$ cat src/rtl/if_fetch_stage_pkg.sv
// Shared constants for the instruction-fetch stage: word width, FSM encoding,
// and the IF/ID payload bundle.
package if_fetch_stage_pkg;

    localparam int WORD_WIDTH = 32;

    localparam logic [1:0] ST_IDLE  = 2'd0;
    localparam logic [1:0] ST_FETCH = 2'd1;
    localparam logic [1:0] ST_HOLD  = 2'd2;
    localparam logic [1:0] ST_DRAIN = 2'd3;

    localparam logic [WORD_WIDTH-1:0] PC_STEP = WORD_WIDTH'(4);

    typedef struct packed {
        logic [WORD_WIDTH-1:0] pc;
        logic [WORD_WIDTH-1:0] instr;
        logic                  valid;
    } ifid_t;

    function automatic logic [WORD_WIDTH-1:0] align_word(input logic [WORD_WIDTH-1:0] a);
        return {a[WORD_WIDTH-1:2], 2'b00};
    endfunction

endpackage

$ cat src/rtl/if_fetch_stage_pc_register.sv
// Fetch program counter: redirect beats advance, otherwise hold.
// Arithmetic wraps modulo 2^WORD_WIDTH.
module pc_register
    import if_fetch_stage_pkg::*;
(
    input  logic                  clk,
    input  logic                  rst,
    input  logic                  load,
    input  logic                  advance,
    input  logic [WORD_WIDTH-1:0] load_addr,
    output logic [WORD_WIDTH-1:0] pc,
    output logic [WORD_WIDTH-1:0] pc_plus4
);

    assign pc_plus4 = pc + PC_STEP;

    always_ff @(posedge clk) begin
        if (rst)
            pc <= '0;
        else if (load)
            pc <= align_word(load_addr);
        else if (advance)
            pc <= pc_plus4;
    end

endmodule

$ cat src/rtl/if_fetch_stage.sv
// Instruction fetch stage: request FSM, IF/ID output register, freeze holding slot.
// Optional stall counter port enabled by defining IF_PERF_CNT_EN.
module if_fetch_stage
    import if_fetch_stage_pkg::*;
(
    input  logic                  clk,
    input  logic                  rst,
    input  logic                  freeze,
    input  logic                  branch_taken,
    input  logic [WORD_WIDTH-1:0] branch_address,
    output logic                  imem_req,
    output logic [WORD_WIDTH-1:0] imem_addr,
    input  logic                  imem_ack,
    input  logic [WORD_WIDTH-1:0] imem_rdata,
    output logic [WORD_WIDTH-1:0] pc_out,
    output logic [WORD_WIDTH-1:0] instruction_out,
    output logic                  valid_out
`ifdef IF_PERF_CNT_EN
    ,
    output logic [31:0]           stall_cycles
`endif
);

    logic [1:0]            state, state_next;
    ifid_t                 ifid_q, ifid_d, held_q, held_d, fetched;
    logic [WORD_WIDTH-1:0] pc, pc_plus4, drain_addr;
    logic                  pc_load, pc_adv, drain_load;

    pc_register u_pc (
        .clk       (clk),
        .rst       (rst),
        .load      (pc_load),
        .advance   (pc_adv),
        .load_addr (branch_address),
        .pc        (pc),
        .pc_plus4  (pc_plus4)
    );

    assign fetched  = '{pc: pc_plus4, instr: imem_rdata, valid: 1'b1};
    assign imem_req = (state == ST_FETCH) || (state == ST_DRAIN);
    // While draining, pc already points at the branch target; the bus keeps the old address.
    assign imem_addr = (state == ST_DRAIN) ? drain_addr : pc;

    always_comb begin
        state_next = state;
        ifid_d     = ifid_q;
        held_d     = held_q;
        pc_load    = 1'b0;
        pc_adv     = 1'b0;
        drain_load = 1'b0;
        case (state)
            ST_IDLE: begin
                state_next = ST_FETCH;
                if (branch_taken) begin
                    pc_load = 1'b1;
                    ifid_d  = '0;
                end
            end
            ST_FETCH: begin
                if (branch_taken) begin
                    pc_load = 1'b1;
                    ifid_d  = '0;
                    if (!imem_ack) begin
                        drain_load = 1'b1;
                        state_next = ST_DRAIN;
                    end
                end else if (imem_ack) begin
                    pc_adv = 1'b1;
                    if (freeze) begin
                        held_d     = fetched;
                        state_next = ST_HOLD;
                    end else begin
                        ifid_d = fetched;
                    end
                end else if (!freeze) begin
                    ifid_d = '0;
                end
            end
            ST_HOLD: begin
                if (branch_taken) begin
                    pc_load    = 1'b1;
                    ifid_d     = '0;
                    held_d     = '0;
                    state_next = ST_FETCH;
                end else if (!freeze) begin
                    ifid_d     = held_q;
                    state_next = ST_FETCH;
                end
            end
            default: begin
                // Outstanding request belongs to the abandoned path; its data is dropped.
                if (branch_taken) begin
                    pc_load = 1'b1;
                    ifid_d  = '0;
                end else if (!freeze) begin
                    ifid_d = '0;
                end
                if (imem_ack)
                    state_next = ST_FETCH;
            end
        endcase
    end

    always_ff @(posedge clk) begin
        if (rst) begin
            state      <= ST_IDLE;
            ifid_q     <= '0;
            held_q     <= '0;
            drain_addr <= '0;
        end else begin
            state  <= state_next;
            ifid_q <= ifid_d;
            held_q <= held_d;
            if (drain_load)
                drain_addr <= pc;
        end
    end

    assign pc_out          = ifid_q.pc;
    assign instruction_out = ifid_q.instr;
    assign valid_out       = ifid_q.valid;

`ifdef IF_PERF_CNT_EN
    always_ff @(posedge clk) begin
        if (rst)
            stall_cycles <= '0;
        else if (imem_req && !imem_ack && (stall_cycles != 32'hFFFF_FFFF))
            stall_cycles <= stall_cycles + 32'd1;
    end
`endif

endmodule

$ cat config.mk
export PLATFORM = sky130hd
export DESIGN_NAME = if_fetch_stage
export DESIGN_NICKNAME = d
export VERILOG_FILES = /design/src/rtl/if_fetch_stage_pkg.sv /design/src/rtl/if_fetch_stage_pc_register.sv /design/src/rtl/if_fetch_stage.sv
export SDC_FILE = /design/constraint.sdc
export NUM_CORES = 1
export LEC_CHECK = 0
export ABC_AREA = 1
export ABC_CLOCK_PERIOD_IN_PS = 1860
export CORE_ASPECT_RATIO = 2
export CORE_MARGIN = 3
export CORE_UTILIZATION = 35
export CTS_CLUSTER_SIZE = 30
export DETAILED_ROUTE_END_ITERATION = 10
export PLACE_DENSITY = 0.61
export SYNTH_ARGS = -nofsm -noshare
export SYNTH_HDL_FRONTEND = slang
export SYNTH_SLANG_ARGS = --single-unit
$ cat constraint.sdc
create_clock -name clk -period 1.86 [get_ports clk]
set_input_delay 0.465 -clock clk [delete_from_list [all_inputs] [get_ports clk]]
set_output_delay 0.465 -clock clk [all_outputs]
set_load 0.005 [all_outputs]
==> results.md <==
* Die height at 234 um
* Cts-stage hold buffer count at 0
* Routed length per instance at 17.7 um
* Number of synthesized flops with an enable pin at 0
* Critical setup path kind: reg2out
* Crit-path cells: nand2_4, clkinv_8, buf_16, buf_12, o21ai_4, buf_2
* Share of layout cells above drive strength 1 at 22.3%
* CP endpoint kind: primary output
* Placed Cells at 1849
* Synth Area in Simple Gates at 28.0%
* Most common cell in the netlist: nand2_1
* DRT iter0 DRCs at 655
* Worst hold path class: reg2reg
* Maximum vdd drop at 0.690 mV
* Yosys reg bits at 190
* Synth async-reset ratio at 0%
* Synthesized area at 9080 um2
* Gr ovfl total at 0
* Final count of negative-setup-slack endpoints at 30
* Gr usage total at 22.6%
* Clk_lat worst skew at 460 ps
* CP Launch Type: flip-flop
* Synth Warn # at 0
* Via density at 5.17
* Failing checks: setup timing
* Fin Setup TNS at -3400 ps
* Leakage at 0.00547 uW
* Post-route DRC at 0
* Chip width at 120 um
* Worst EP arrival at 1540 ps
* First-pass GRT wire length at 49800 um
* DR vias at 9888
* Vias in the first global route at 9309
* Core area at 25300 um2
* CTS tree: built
* Root Driver: clkbuf_16
* Clk sinks at 190
* Number of max-cap violations at 0
* Netlist cell types at 43
* Top post-synthesis cells by count: nand2_1 (446), dfxtp_1 (190), a21oi_1 (135)
* Place WS at -418 ps
* CTS H-tree depth at 4
* Area leader, netlist: dfxtp_1
* Largest net degree at the start of global routing at 78
* Post-DRT Antenna Nets at 0
* Clock Pin Slew Worst Setup and Hold Paths at 70 ps
* Final hold vios at 0
* Slowest stage cell, crit path: dfxtp_2
* Number of diodes at 0
* Crit-path max FO at 8
* Post-synthesis compound-gate area fraction at 20.3%
* Detailed Routing Iterations Pass 1 at 5
* Num rows at 82
* Minimum clock period after layout at 2000 ps
* Non-Filler Instances at 1912
* Syn_area_per_cell at 6.87 um2
* Slowest stage delay, CP at 340 ps
* Register area share after synthesis at 41.9%
* Mux cell area share after synthesis at 0%
* Die area at 28000 um2
* Port Buffers at 162
* Slew Limit Fails at 0
* Layout area overhead at 46.1%
* GPL Wtd Cong at 0.881
* Synth Instances at 1321
* Part of the cycle the worst path needs at 108%
* Yosys top cell area share at 41.9%
* Nets at 1633
* Critical Path RT at 1390 ps
* Max Fclk at 0.499 GHz
* Clock Tree Buf Depth at 2
* RSZ-0062 raised after global routing: yes
* Largest family of logic cells by synthesized area: simple AND/OR/NAND/NOR gates
* Initial antenna violation count at 0
* Post-Synth XOR/XNOR Area at 1.45%
* Adder-Cell Fraction of Synth Area at 0.138%
* PnR worst setup slack at -145 ps
* Top cells by area, synth: dfxtp_1 (42%), nand2_1 (18%), a21oi_1 (7.4%)
* I/O pins at 167
* CTS Buf Count at 17
* Starting density of the core at 35.8%
* Routed WL at 33900 um
* Skew final at 6.94 ps
* Main flop type after synthesis: dfxtp_1
* Hpwl dp at 22600 um
* Outcome: complete, but fails checks
* P per Cell Area at 768 nW/um2
==> where the power goes <==
part           leakage [uW]  switching, uW  internal [uW]
combinational       0.00361            961            848
sequential          0.00156            140           4230
clock              0.000302           1680           2330
total               0.00547           2780           7410
==> registers in the layout (all words and copies together), names as in the netlist <==
register	count
drain_addr	30
held_q	63
instruction_out	32
pc_out	32
state	2
u_pc.pc	30
valid_out	1
==> cells by family (layout without fill, tap and decap cells) <==
logic type,Yosys count,count (layout)
other,1,2
AND/OR/NAND/NOR,626,626
AO/OA/AOI/OAI,317,317
buffers and inverters,171,425
flip-flops,190,190
XOR/XNOR,15,15
adder cells (fa/ha/maj),1,1
==> layout make-up <==
| type | count | area (um2) |
|---|---|---|
| clock buffers | 19 | 453 |
| clock inverters | 13 | 186 |
| fillers | 2491 | 12100 |
| inverters | 87 | 352 |
| multi-input cells | 961 | 4910 |
| flip-flops and latches | 190 | 3830 |
| well taps | 336 | 420 |
| repair buffers | 305 | 3100 |
| repair inverters | 1 | 5.00 |
==> timing repair <==
action,CTS,global route
gates cloned,4,10
pin swaps,7,37
setup buffers,10,9
endpoints found under the setup margin,74,122
gates resized for setup,241,92
==> cell usage in the layout (no fill, tap or decap), types with 5 or more instances in the layout <==
cell             instances
nand2_1                405
dfxtp_1                165
a21oi_1                124
clkdlybuf4s50_1        117
buf_4                   96
nor2_1                  86
inv_1                   74
o21ai_0                 55
nand3_1                 45
a31oi_1                 44
nand2_2                 36
buf_2                   27
clkbuf_16               25
dfxtp_2                 25
a22o_1                  24
o21ai_2                 20
buf_12                  20
buf_6                   17
nand2_4                 14
a21oi_2                 12
xor2_1                  12
nor2_4                  11
nand4_1                 11
dlygate4sd2_1           11
inv_2                    8
a32o_1                   7
a22oi_1                  7
o211ai_1                 7
nor3_1                   6
o21ai_1                  5
==> path summary, 6_finish.rpt <==
kind / start / endpoint / slack (ps) / depth (start not counted)
worst max-delay path: state[0] / imem_addr[22] / -140 / 6
worst min-delay path: pc_out[1] / pc_out[1] / 450 / 2
worst min register to register: pc_out[1] / pc_out[1] / 450 / 2
worst max register to register: state[0] / instruction_out[25] / 10 / 12
==> per-stage QoR <==
stage / area, um2 / hold WS (ps) / total power, uW / utilization (%)
CTS: 12600 / 458 / 10100 / 49.9
global placement: 11700 / 443 / 5960 / 46.3
detailed placement: 11700 / 449 / 5980 / 46.3
finish: 13300 / 454 / 10200 / 52.3
global route: 13300 / 480 / 10600 / 52.3
floorplan: 9080 / 440 / 5170 / -
==> critical path: cells and delay by family, from the launching register on <==
kind / cells / cell delay, ps
buf+inv: 4 / 500
flops: 1 / 340
compound gates: 1 / 130
simple gates: 1 / 100
==> per-layer routing <==
layer	share of wire, %	routed length [um]	track usage, %	vias to the layer above
li1	-	-	-	4842
met1	36	12300	24.2	4657
met2	55	18500	42.0	311
met3	4.5	1530	3.93	78
met4	4.8	1610	11.9	0
met5	0	0	0	-
Power figures use the tool's default switching activity.
